## config.mk

```make
export PLATFORM = sky130hd
export DESIGN_NAME = set_compare_sequencer
export DESIGN_NICKNAME = d
export VERILOG_FILES = /design/src/rtl/set_compare_sequencer.sv
export SDC_FILE = /design/constraint.sdc
export NUM_CORES = 1
export LEC_CHECK = 0
export BUFFER_PORTS_ARGS = -buffer_cell sky130_fd_sc_hd__buf_2
export CORE_AREA = 4 4 104 106
export DETAILED_ROUTE_END_ITERATION = 10
export DIE_AREA = 0 0 108 110
export GPL_TIMING_DRIVEN = 1
export PLACE_DENSITY = 0.81
export SLEW_MARGIN = 0
export SYNTH_ARGS = -nofsm -noshare
export SYNTH_HDL_FRONTEND = slang
export SYNTH_SLANG_ARGS = --single-unit
```

## constraint.sdc

```tcl
create_clock -name clk -period 2.9 [get_ports clk]
set_clock_uncertainty 0.2 [all_clocks]
set_input_delay 0.58 -clock clk [delete_from_list [all_inputs] [get_ports clk]]
set_output_delay 0.58 -clock clk [all_outputs]
set_load 0.02 [all_outputs]
```

## src/rtl/set_compare_sequencer.sv

```systemverilog
// Shares one 32-bit subtractor between two requesters for slt/seq/sne/sgt/sle/sge.
// Round-robin accept, operand latch, subtract, then a valid/ready response.
module set_compare_sequencer (
  input  logic        clk,
  input  logic        rst,
  input  logic        req0_valid,
  output logic        req0_ready,
  input  logic [2:0]  req0_op,
  input  logic [31:0] req0_a,
  input  logic [31:0] req0_b,
  input  logic        req1_valid,
  output logic        req1_ready,
  input  logic [2:0]  req1_op,
  input  logic [31:0] req1_a,
  input  logic [31:0] req1_b,
  output logic [31:0] sub_a,
  output logic [31:0] sub_b,
  output logic        sub_en,
  input  logic [31:0] sub_diff,
  input  logic        sub_zf,
  output logic        resp_valid,
  input  logic        resp_ready,
  output logic        resp_id,
  output logic [31:0] resp_data
);

  typedef enum logic [1:0] {
    IDLE  = 2'd0,
    ISSUE = 2'd1,
    RESP  = 2'd2
  } state_t;

  state_t     state;
  logic       ptr;     // 1 = requester 1 wins a tie
  logic       id_q;
  logic [2:0] op_q;
  logic       grant0;
  logic       grant1;
  logic       set_bit;
  logic       sign;
  logic       unused_diff;

  // Handshakes: a transfer happens on a rising edge where valid and ready are
  // both high. Requesters may hold valid without ready; the response side
  // keeps resp_valid/resp_id/resp_data stable until resp_ready is seen.
  always_comb begin
    grant0 = 1'b0;
    grant1 = 1'b0;
    if (state == IDLE && !rst) begin
      grant0 = req0_valid && (!req1_valid || !ptr);
      grant1 = req1_valid && (!req0_valid ||  ptr);
    end
  end

  assign req0_ready = grant0;
  assign req1_ready = grant1;

  // Sign-only comparison, no overflow correction, matching the existing set units.
  assign sign        = sub_diff[31];
  assign unused_diff = ^sub_diff[30:0];

  always_comb begin
    set_bit = 1'b0;
    case (op_q)
      3'd0: set_bit = sign;
      3'd1: set_bit = sub_zf;
      3'd2: set_bit = !sub_zf;
      3'd3: set_bit = !sub_zf && !sign;
      3'd4: set_bit = sub_zf || sign;
      3'd5: set_bit = !sign;
      default: set_bit = 1'b0;
    endcase
  end

  always_ff @(posedge clk) begin
    if (rst) begin
      state      <= IDLE;
      ptr        <= 1'b0;
      id_q       <= 1'b0;
      op_q       <= 3'd0;
      sub_a      <= 32'd0;
      sub_b      <= 32'd0;
      sub_en     <= 1'b0;
      resp_valid <= 1'b0;
      resp_id    <= 1'b0;
      resp_data  <= 32'd0;
    end else begin
      case (state)
        IDLE: begin
          if (grant0 || grant1) begin
            sub_a  <= grant1 ? req1_a  : req0_a;
            sub_b  <= grant1 ? req1_b  : req0_b;
            op_q   <= grant1 ? req1_op : req0_op;
            id_q   <= grant1;
            ptr    <= grant0;
            sub_en <= 1'b1;
            state  <= ISSUE;
          end
        end
        ISSUE: begin
          resp_data  <= {31'd0, set_bit};
          resp_id    <= id_q;
          resp_valid <= 1'b1;
          sub_en     <= 1'b0;
          state      <= RESP;
        end
        RESP: begin
          if (resp_ready) begin
            resp_valid <= 1'b0;
            state      <= IDLE;
          end
        end
        default: begin
          sub_en     <= 1'b0;
          resp_valid <= 1'b0;
          state      <= IDLE;
        end
      endcase
    end
  end

endmodule

```

Word level (Yosys, flattened, before mapping)

Cells that the tools add are included.

Register bits after elaboration: 75
Bits of input ports: 172
Output and inout port bits: 101
Word-level logic and storage cells: 54

Eq/ne operators: 9
Mux-type cells: 13
Bitwise operators: 2
Reductions and logical operators: 20

Operators by type and width:

| cell                 | number |
|---|---|
| $mux W32             | 2 |
| $reduce_and A2 Y1    | 4 |
| $eq A3 B2 Y1 const B | 2 |
| $eq A3 B3 Y1 const B | 2 |
| $logic_not A1 Y1     | 6 |
| $pmux W1 S6          | 1 |
| $pmux W2 S3          | 1 |
| $logic_and A1 B1 Y1  | 4 |
| $logic_or A1 B1 Y1   | 4 |
| $mux W1              | 4 |
| $mux W2              | 2 |
| $eq A3 B1 Y1 const B | 1 |
| $logic_not A3 Y1     | 1 |
| $mux W3              | 1 |
| $pmux W1 S3          | 1 |
| $eq A2 B1 Y1 const B | 1 |
| $eq A2 B2 Y1 const B | 1 |
| $logic_not A2 Y1     | 1 |
| $ne A2 B1 Y1 const B | 1 |
| $ne A2 B2 Y1 const B | 1 |
| $not A1 Y1           | 2 |
| $pmux W1 S2          | 1 |

Logic depth before layout (Yosys ltp)

Gate-level depths: netlist (run 1).

Word-level depth: 7
Depth in mapped cells: 8
Depth with buffers taken out: 3

Least setup slack after synthesis (run 1)

OpenSTA, ideal clock, no wires.

Path kind: input -> output
Start point: input port rst
End point: output port req0_ready
Arrival: 1,494 ps
Slack: 626 ps
Cell stages on the path: 5
Path buffers: 3
Path through: buf_2 > nor3_1 > buf_2 > buf_4 > and3_1

Word-level cells in the longest chain between the ends: 3

Ends and longest elaborated chain:

| element             | line | source |
|---|---|---|
| from (decl)         | 5    | `input logic rst,` |
| $logic_not A1 Y1    | 49   | `if (state == IDLE && !rst) begin` |
| $logic_and A1 B1 Y1 | 49   |  |
| $mux W1             | 49   |  |
| to (decl)           | 7    | `output logic req0_ready,` |

Every way passes these cells.

Worst setup path in the final report (run 1)

Start point: register state[0]
End point: output port req0_ready

Word-level cells in the longest chain between the ends: 3

Ends and longest elaborated chain:

| element                | line | source |
|---|---|---|
| from (decl)            | 33   | `state_t state;` |
| from (signal assigned) | 77   | `state <= IDLE;` |
| from (signal assigned) | 97   | `state <= ISSUE;` |
| from (signal assigned) | 105  | `state <= RESP;` |
| $logic_not A2 Y1       | 49   |  |
| $logic_and A1 B1 Y1    | 49   |  |
| $mux W1                | 49   |  |

Every way passes these cells.

==> results of run 1 <==
-- per-stage QoR --
| step | power (µW) | area [µm²] |
|---|---|---|
| 6_report | 3100 | 5420 |
| 5_1_grt | 3250 | 5420 |
| 4_1_cts | 3130 | 5410 |
| 3_5_place_dp | 2090 | 5150 |
| 3_3_place_gp | 2070 | 5150 |
| 2_1_floorplan | 1840 | 4400 |
-- cells in the mapped netlist (all sizes together) --
cell type	count	share of area, %
nand3b	1	0.18
inv	3	0.26
and3	1	0.15
conb	1	0.087
clkbuf	41	3.6
or3	1	0.15
nand2	3	0.26
mux2i	1	0.23
a31o	1	0.20
nand4	67	9.8
and2	1	0.15
nor4bb	1	0.23
o21ai	4	0.47
a21oi	69	8.0
nor2	4	0.35
nand2b	2	0.29
a21o	1	0.18
a311oi	67	15
nor2b	5	0.73
a211oi	1	0.18
nand3	1	0.12
dfxtp	75	35
o31ai	67	13
nor3	1	0.12
a31oi	1	0.15
buf	67	11
o211a	1	0.23
or2	1	0.15
-- flip-flops by register name, summed over array words and instances, names as in the netlist, 2 cells and up --
register / flops
sub_a: 32
sub_b: 32
op_q: 3
state: 2
-- final timing paths --
path | start | cells past startpoint | end | slack (ns)
setup / recovery | state[0]$_SDFFE_PP0P_ | 3 | req0_ready | 0.56
hold reg to reg | sub_en$_SDFFE_PP0P_ | 1 | sub_en$_SDFFE_PP0P_ | 0.25
setup reg to reg | state[0]$_SDFFE_PP0P_ | 4 | sub_b[0]$_SDFFE_PP0P_ | 0.69
hold / removal | sub_en$_SDFFE_PP0P_ | 1 | sub_en$_SDFFE_PP0P_ | 0.25
-- cell type report --
| cell class | count | area, µm² | area share, % |
|---|---|---|---|
| clock inverters | 4 | 95.1 | 1.75 |
| flip-flops and latches | 75 | 1500 | 27.7 |
| diodes | 2 | 5.00 | 0.0924 |
| inverters | 3 | 11.3 | 0.208 |
| multi-input cells | 333 | 2290 | 42.3 |
| well taps | 133 | 166 | 3.07 |
| clock buffers | 12 | 165 | 3.05 |
| repair buffers | 224 | 1180 | 21.8 |
-- power groups by stage --
stage                     Combinational [µW]  Clock, µW  Sequential (µW)
after floorplan                          520          0             1320
after global placement                   857          0             1210
after detailed placement                 876          0             1210
after CTS                                876       1060             1190
after global routing                     953       1100             1210
final                                    877       1030             1190
-- layout by cell type, fill, tap and decap left out, types with 2 or more instances in the layout --
master,Yosys,routed
buf_2,25,210
dfxtp_1,75,75
a21oi_1,69,69
nand4_1,67,67
o31ai_1,57,57
a311oi_1,57,57
conb_1,1,31
clkbuf_8,0,12
buf_4,33,12
o31ai_2,10,10
a311oi_2,10,10
nor2_1,4,4
o21ai_0,4,4
nor2b_1,5,4
nand2_1,3,3
bufinv_16,0,3
diode_2,0,2
inv_1,3,2
buf_12,0,2
-- kinds of logic after synthesis --
group	Yosys count	synth area share (%)
AO/OA/AOI/OAI	212	37.5
buffers and inverters	111	14.6
flip-flops	75	35.0
multiplexers	1	0.233
other	1	0.0874
AND/OR/NAND/NOR	89	12.6
-- layer usage --
metal	routed length, µm	vias up	global-route usage [%]
li1	-	2220	-
met1	5750	2206	29.2
met2	6920	271	37.9
met3	1340	15	3.73
met4	199	2	9.11
met5	13	-	0
==> impl_summary.log, run 1 <==
[metrics] status: completed
[metrics] Synth Area per Inst: 8.77 µm²
[metrics] source-to-sink clock delay at the later pin of the worst-skew pair: 0.34 ns
[metrics] Die ar.: 11900 µm²
[metrics] max-capacitance violation count: 0
[metrics] average wire per cell in the routed design: 18.1 µm
[metrics] count of vias placed by the detailed router: 4714
[metrics] clock period minus final worst setup slack: 2.34 ns
[metrics] TritonCTS clock tree: built
[metrics] delay of the slowest cell on the worst path: 0.38 ns
[metrics] share of total power in sequential cells: 38.5%
[metrics] count of port buffers added during placement: 210
[metrics] RSZ-0062 raised after global routing: false
[metrics] H-tree depth: 3
[metrics] Via-to-Cell Ratio: 6.00
[metrics] highest net fanout along the worst path: 8
[metrics] Setup TNS Final: 0 ns
[metrics] Synth Instances: 489
[metrics] part of the power in combinational logic: 28.3%
[metrics] register bit total from synthesis: 75
[metrics] net load switching power: 1030 µW
[metrics] crit path max-delay cell type: dfxtp_1
[metrics] critical path required time: 2.12 ns
[metrics] initial core utilization: 43.9%
[metrics] final number of max-transition violations: 0
[metrics] area grow syn2layout: 26.3%
[metrics] Buffers & Inverters on Critical Path: 1
[metrics] I/O pin count: 273
[metrics] Placed Cells incl. Taps: 768
[metrics] internal power consumption: 2070 µW
[metrics] worst path setup slack after routing: 0.564 ns
[metrics] Rel. slew slack: 44.4%
[metrics] clock transition at the register clock pins on the worst setup and hold paths after CTS: 0.07 ns
[metrics] kind of end point of the critical path: output port
[metrics] number of setup buffers added after CTS: 0
[metrics] Final Cycle Share: 80.6%
[metrics] count of nets left with antenna violations after detail routing: 0
[metrics] CTS Sinks: 75
[metrics] final non-filler cell total: 786
[metrics] switching part of the total power: 33.1%
[metrics] Syn. warnings: 0
[metrics] number of global-route vias before repair: 4211
[metrics] cell at the root of the clock tree: clkbuf_8
[metrics] Placeable Area: 9770 µm²
[metrics] clock buffer count from CTS: 9
[metrics] count of standard-cell rows: 36
[metrics] classification of the worst setup path: flop to output port
[metrics] share of the yosys chip area belonging to registers: 35.0%
[metrics] final core area utilization: 55.4%
[metrics] cell area after synthesis: 4290 µm²
[metrics] DR DRC count: 0
[metrics] HPWL Detailed: 9.25 mm
[metrics] data arrival time of the critical path: 1.56 ns
[metrics] worst-case clock buffer depth: 2
[metrics] initial antenna violation count: 3
[metrics] ratio of total power to cell area: 572 nW/µm²
[metrics] slew of the pin with the lowest slew margin: 0.834 ns
[metrics] worst min-delay path category: flop to flop
[metrics] Leakage Power: 0.00225 µW
[metrics] FMAX: 428 MHz
[metrics] overall die width: 108 µm
[metrics] post-CTS resize count: 0
[metrics] routability cong.: 0.690
[metrics] Detailed Route WL: 14.2 mm
[metrics] Final Setup Violations: 0
[metrics] remaining global-route overflow: 0
[metrics] share of layout cells above drive strength 1: 41.2%
[metrics] gate family responsible for the most delay along the worst path: simple AND/OR/NAND/NOR gates
[metrics] dpl ws: 0.447 ns
[metrics] first-pass iteration count of the detailed router: 5
[metrics] Hold Buf Count CTS: 0
[metrics] final layout net count: 818
[metrics] maximum number of pins on one net before global-route repair: 135
[metrics] Hold Worst Slack: 0.254 ns
[metrics] critical-path cell list: nor3_2 > and3_1 > buf_2
[metrics] IR Drop Worst-Case VDD: 0.254 mV
[metrics] vertical die dimension: 110 µm
[metrics] Worst Setup Start Kind: flop
[metrics] number of library cell types mapped by synthesis: 34
[metrics] total count of hold-check failures in the final report: 0
[metrics] share of total power in the clock network: 33.2%
[metrics] initial drt markers: 418
[metrics] gr usage total: 22.7%
[metrics] wire length of the first global-routing pass: 21.6 mm
[metrics] # fillers: 889
Note: power is estimated with default switching activity, not from simulation.
==> inputs of run 2 (changes only) <==
--- a/config.mk
+++ b/config.mk
@@ -6,9 +6,9 @@
 export NUM_CORES = 1
 export LEC_CHECK = 0
 export BUFFER_PORTS_ARGS = -buffer_cell sky130_fd_sc_hd__buf_2
-export CORE_AREA = 4 4 104 106
+export CORE_MARGIN = 4
+export CORE_UTILIZATION = 43
 export DETAILED_ROUTE_END_ITERATION = 10
-export DIE_AREA = 0 0 108 110
 export GPL_TIMING_DRIVEN = 1
 export PLACE_DENSITY = 0.81
 export SLEW_MARGIN = 0
==> constraint.sdc (replaced) <==
create_clock -name clk -period 2.4 [get_ports clk]
set_clock_uncertainty 0.2 [all_clocks]
set_input_delay 0.48 -clock clk [delete_from_list [all_inputs] [get_ports clk]]
set_output_delay 0.48 -clock clk [all_outputs]
set_load 0.02 [all_outputs]
==> run 2 against run 1 <==
Against the previous run:
- cell count increased by 0.51%
- first-iteration DRC count fell by 14%
- non-clock buffer count increased by 7
- final area rose by 0.69%
- total power rose by 13%
- die area shrank 2.0%
- sequential share of layout area shrank 0.19 points
- clock power shrank 5%
- sequential power is 21% higher
- largest power group unchanged
- via count rose by 0.64%
==> impl_summary.log, run 2 (synthesis results as in run 1) <==
[metrics] source-to-sink clock delay at the later pin of the worst-skew pair: 0.34 ns
[metrics] maximum number of pins on one net before global-route repair: 70
[metrics] status: completed
[metrics] classification of the worst setup path: flop to output port
[metrics] instance area at placement: 5260 µm²
[metrics] area grow syn2layout: 27.2%
[metrics] IR Drop Worst-Case VDD: 0.248 mV
[metrics] initial core utilization: 44.1%
[metrics] number of global-route vias before repair: 4276
[metrics] Placeable Area: 9730 µm²
[metrics] data arrival time of the critical path: 1.50 ns
[metrics] H-tree depth: 3
[metrics] final number of max-transition violations: 0
[metrics] worst-case clock buffer depth: 2
[metrics] count of standard-cell rows: 36
[metrics] gr usage total: 22.4%
[metrics] remaining global-route overflow: 0
[metrics] RSZ-0062 raised after global routing: false
[metrics] cell at the root of the clock tree: clkbuf_8
[metrics] I/O pin count: 273
[metrics] max-capacitance violation count: 0
[metrics] final design instance area without fill: 5460 µm²
[metrics] average wire per cell in the routed design: 17.7 µm
[metrics] # fillers: 920
[metrics] Detailed Route WL: 14.0 mm
[metrics] ratio of total power to cell area: 644 nW/µm²
[metrics] Setup TNS Final: 0 ns
[metrics] clock period minus final worst setup slack: 2.18 ns
[metrics] number of setup buffers added after CTS: 0
[metrics] most frequent standard cell in the layout excluding fill and tap cells: buf_2
[metrics] final non-filler cell total: 790
[metrics] Die ar.: 11600 µm²
[metrics] Via-to-Cell Ratio: 6.01
[metrics] Final Cycle Share: 90.8%
[metrics] TritonCTS clock tree: built
[metrics] initial drt markers: 359
[metrics] highest net fanout along the worst path: 8
[metrics] first-pass iteration count of the detailed router: 5
[metrics] total count of hold-check failures in the final report: 0
[metrics] worst min-delay path category: primary input to flop
[metrics] FMAX: 459 MHz
[metrics] top flop regs: sub_a (32), sub_b (32), op_q (3)
[metrics] count of port buffers added during placement: 210
[metrics] Final Setup Violations: 0
[metrics] Leakage Power: 0.00227 µW
[metrics] share of layout cells above drive strength 1: 41.4%
[metrics] Worst Setup Start Kind: flop
[metrics] wire length of the first global-routing pass: 21.3 mm
[metrics] overall die width: 108 µm
[metrics] routability cong.: 0.752
[metrics] post-CTS resize count: 0
[metrics] initial antenna violation count: 0
[metrics] kind of end point of the critical path: output port
[metrics] clock transition at the register clock pins on the worst setup and hold paths after CTS: 0.08 ns
[metrics] Placed Cells incl. Taps: 775
[metrics] number of antenna repair diodes: 0
[metrics] DR DRC count: 0
[metrics] total power draw: 3520 µW
[metrics] HPWL Detailed: 9.45 mm
[metrics] clock buffer count from CTS: 9
[metrics] Hold Buf Count CTS: 0
[metrics] final layout net count: 825
[metrics] CTS Sinks: 75
[metrics] vertical die dimension: 108 µm
[metrics] critical path required time: 1.72 ns
[metrics] count of vias placed by the detailed router: 4744
[metrics] count of nets left with antenna violations after detail routing: 0
[metrics] most frequent cells in the layout: 210 x buf_2, 75 x dfxtp_1, 69 x a21oi_1, 67 x nand4_1
-- run 2: through the flow --
stage / setup WS (ns) / utilization (%) / hold slack [ns]
final: 0.221 / 56.1 / 0.206
after global routing: 0.0989 / 56.1 / 0.198
after CTS: 0.105 / 56.0 / 0.187
after detailed placement: 0.220 / 54.0 / 0.250
after global placement: 0.321 / 54.0 / 0.234
after floorplan: 0.326 / - / 0.235
-- run 2: critical path: stages, from the launching register on --
cell     delay, ns
dfxtp_1       0.40
nor3_4        0.33
and3_1        0.24
buf_2         0.19
-- run 2: metal layers --
metal	vias up	share of wire (%)	global-route usage, %
met5	-	0	0
met4	0	1.6	8.21
met3	19	8.7	3.66
met2	257	50	37.3
met1	2237	40	29.1
li1	2231	-	-
-- run 2: where the power goes --
part | internal (µW) | switching [µW] | total [µW] | leakage [µW]
clock | 532 | 450 | 982 | 0.0000995
sequential | 1370 | 73.4 | 1440 | 0.000619
combinational | 391 | 701 | 1090 | 0.00155
-- run 2: worst paths after layout --
| kind | slack [ns] | from | to | cells after the start |
|---|---|---|---|---|
| setup / recovery | 0.22 | state[0]$_SDFFE_PP0P_ | req0_ready | 3 |
| hold / removal | 0.21 | req0_a[0] | sub_a[0]$_SDFFE_PP0P_ | 3 |
| setup reg to reg | 0.44 | state[1]$_SDFFE_PP0P_ | sub_b[21]$_SDFFE_PP0P_ | 4 |
| hold reg to reg | 0.26 | sub_en$_SDFFE_PP0P_ | sub_en$_SDFFE_PP0P_ | 1 |
-- run 2: area by class of cell --
cell class / count / area, µm² / share of cell area [%]
clock buffer: 13 / 159 / 2.91
sequential: 75 / 1500 / 27.5
clock inverter: 2 / 35.0 / 0.642
timing repair buffer: 231 / 1280 / 23.5
multi-input combinational: 333 / 2300 / 42.1
tap: 133 / 166 / 3.05
inverter: 3 / 11.3 / 0.206
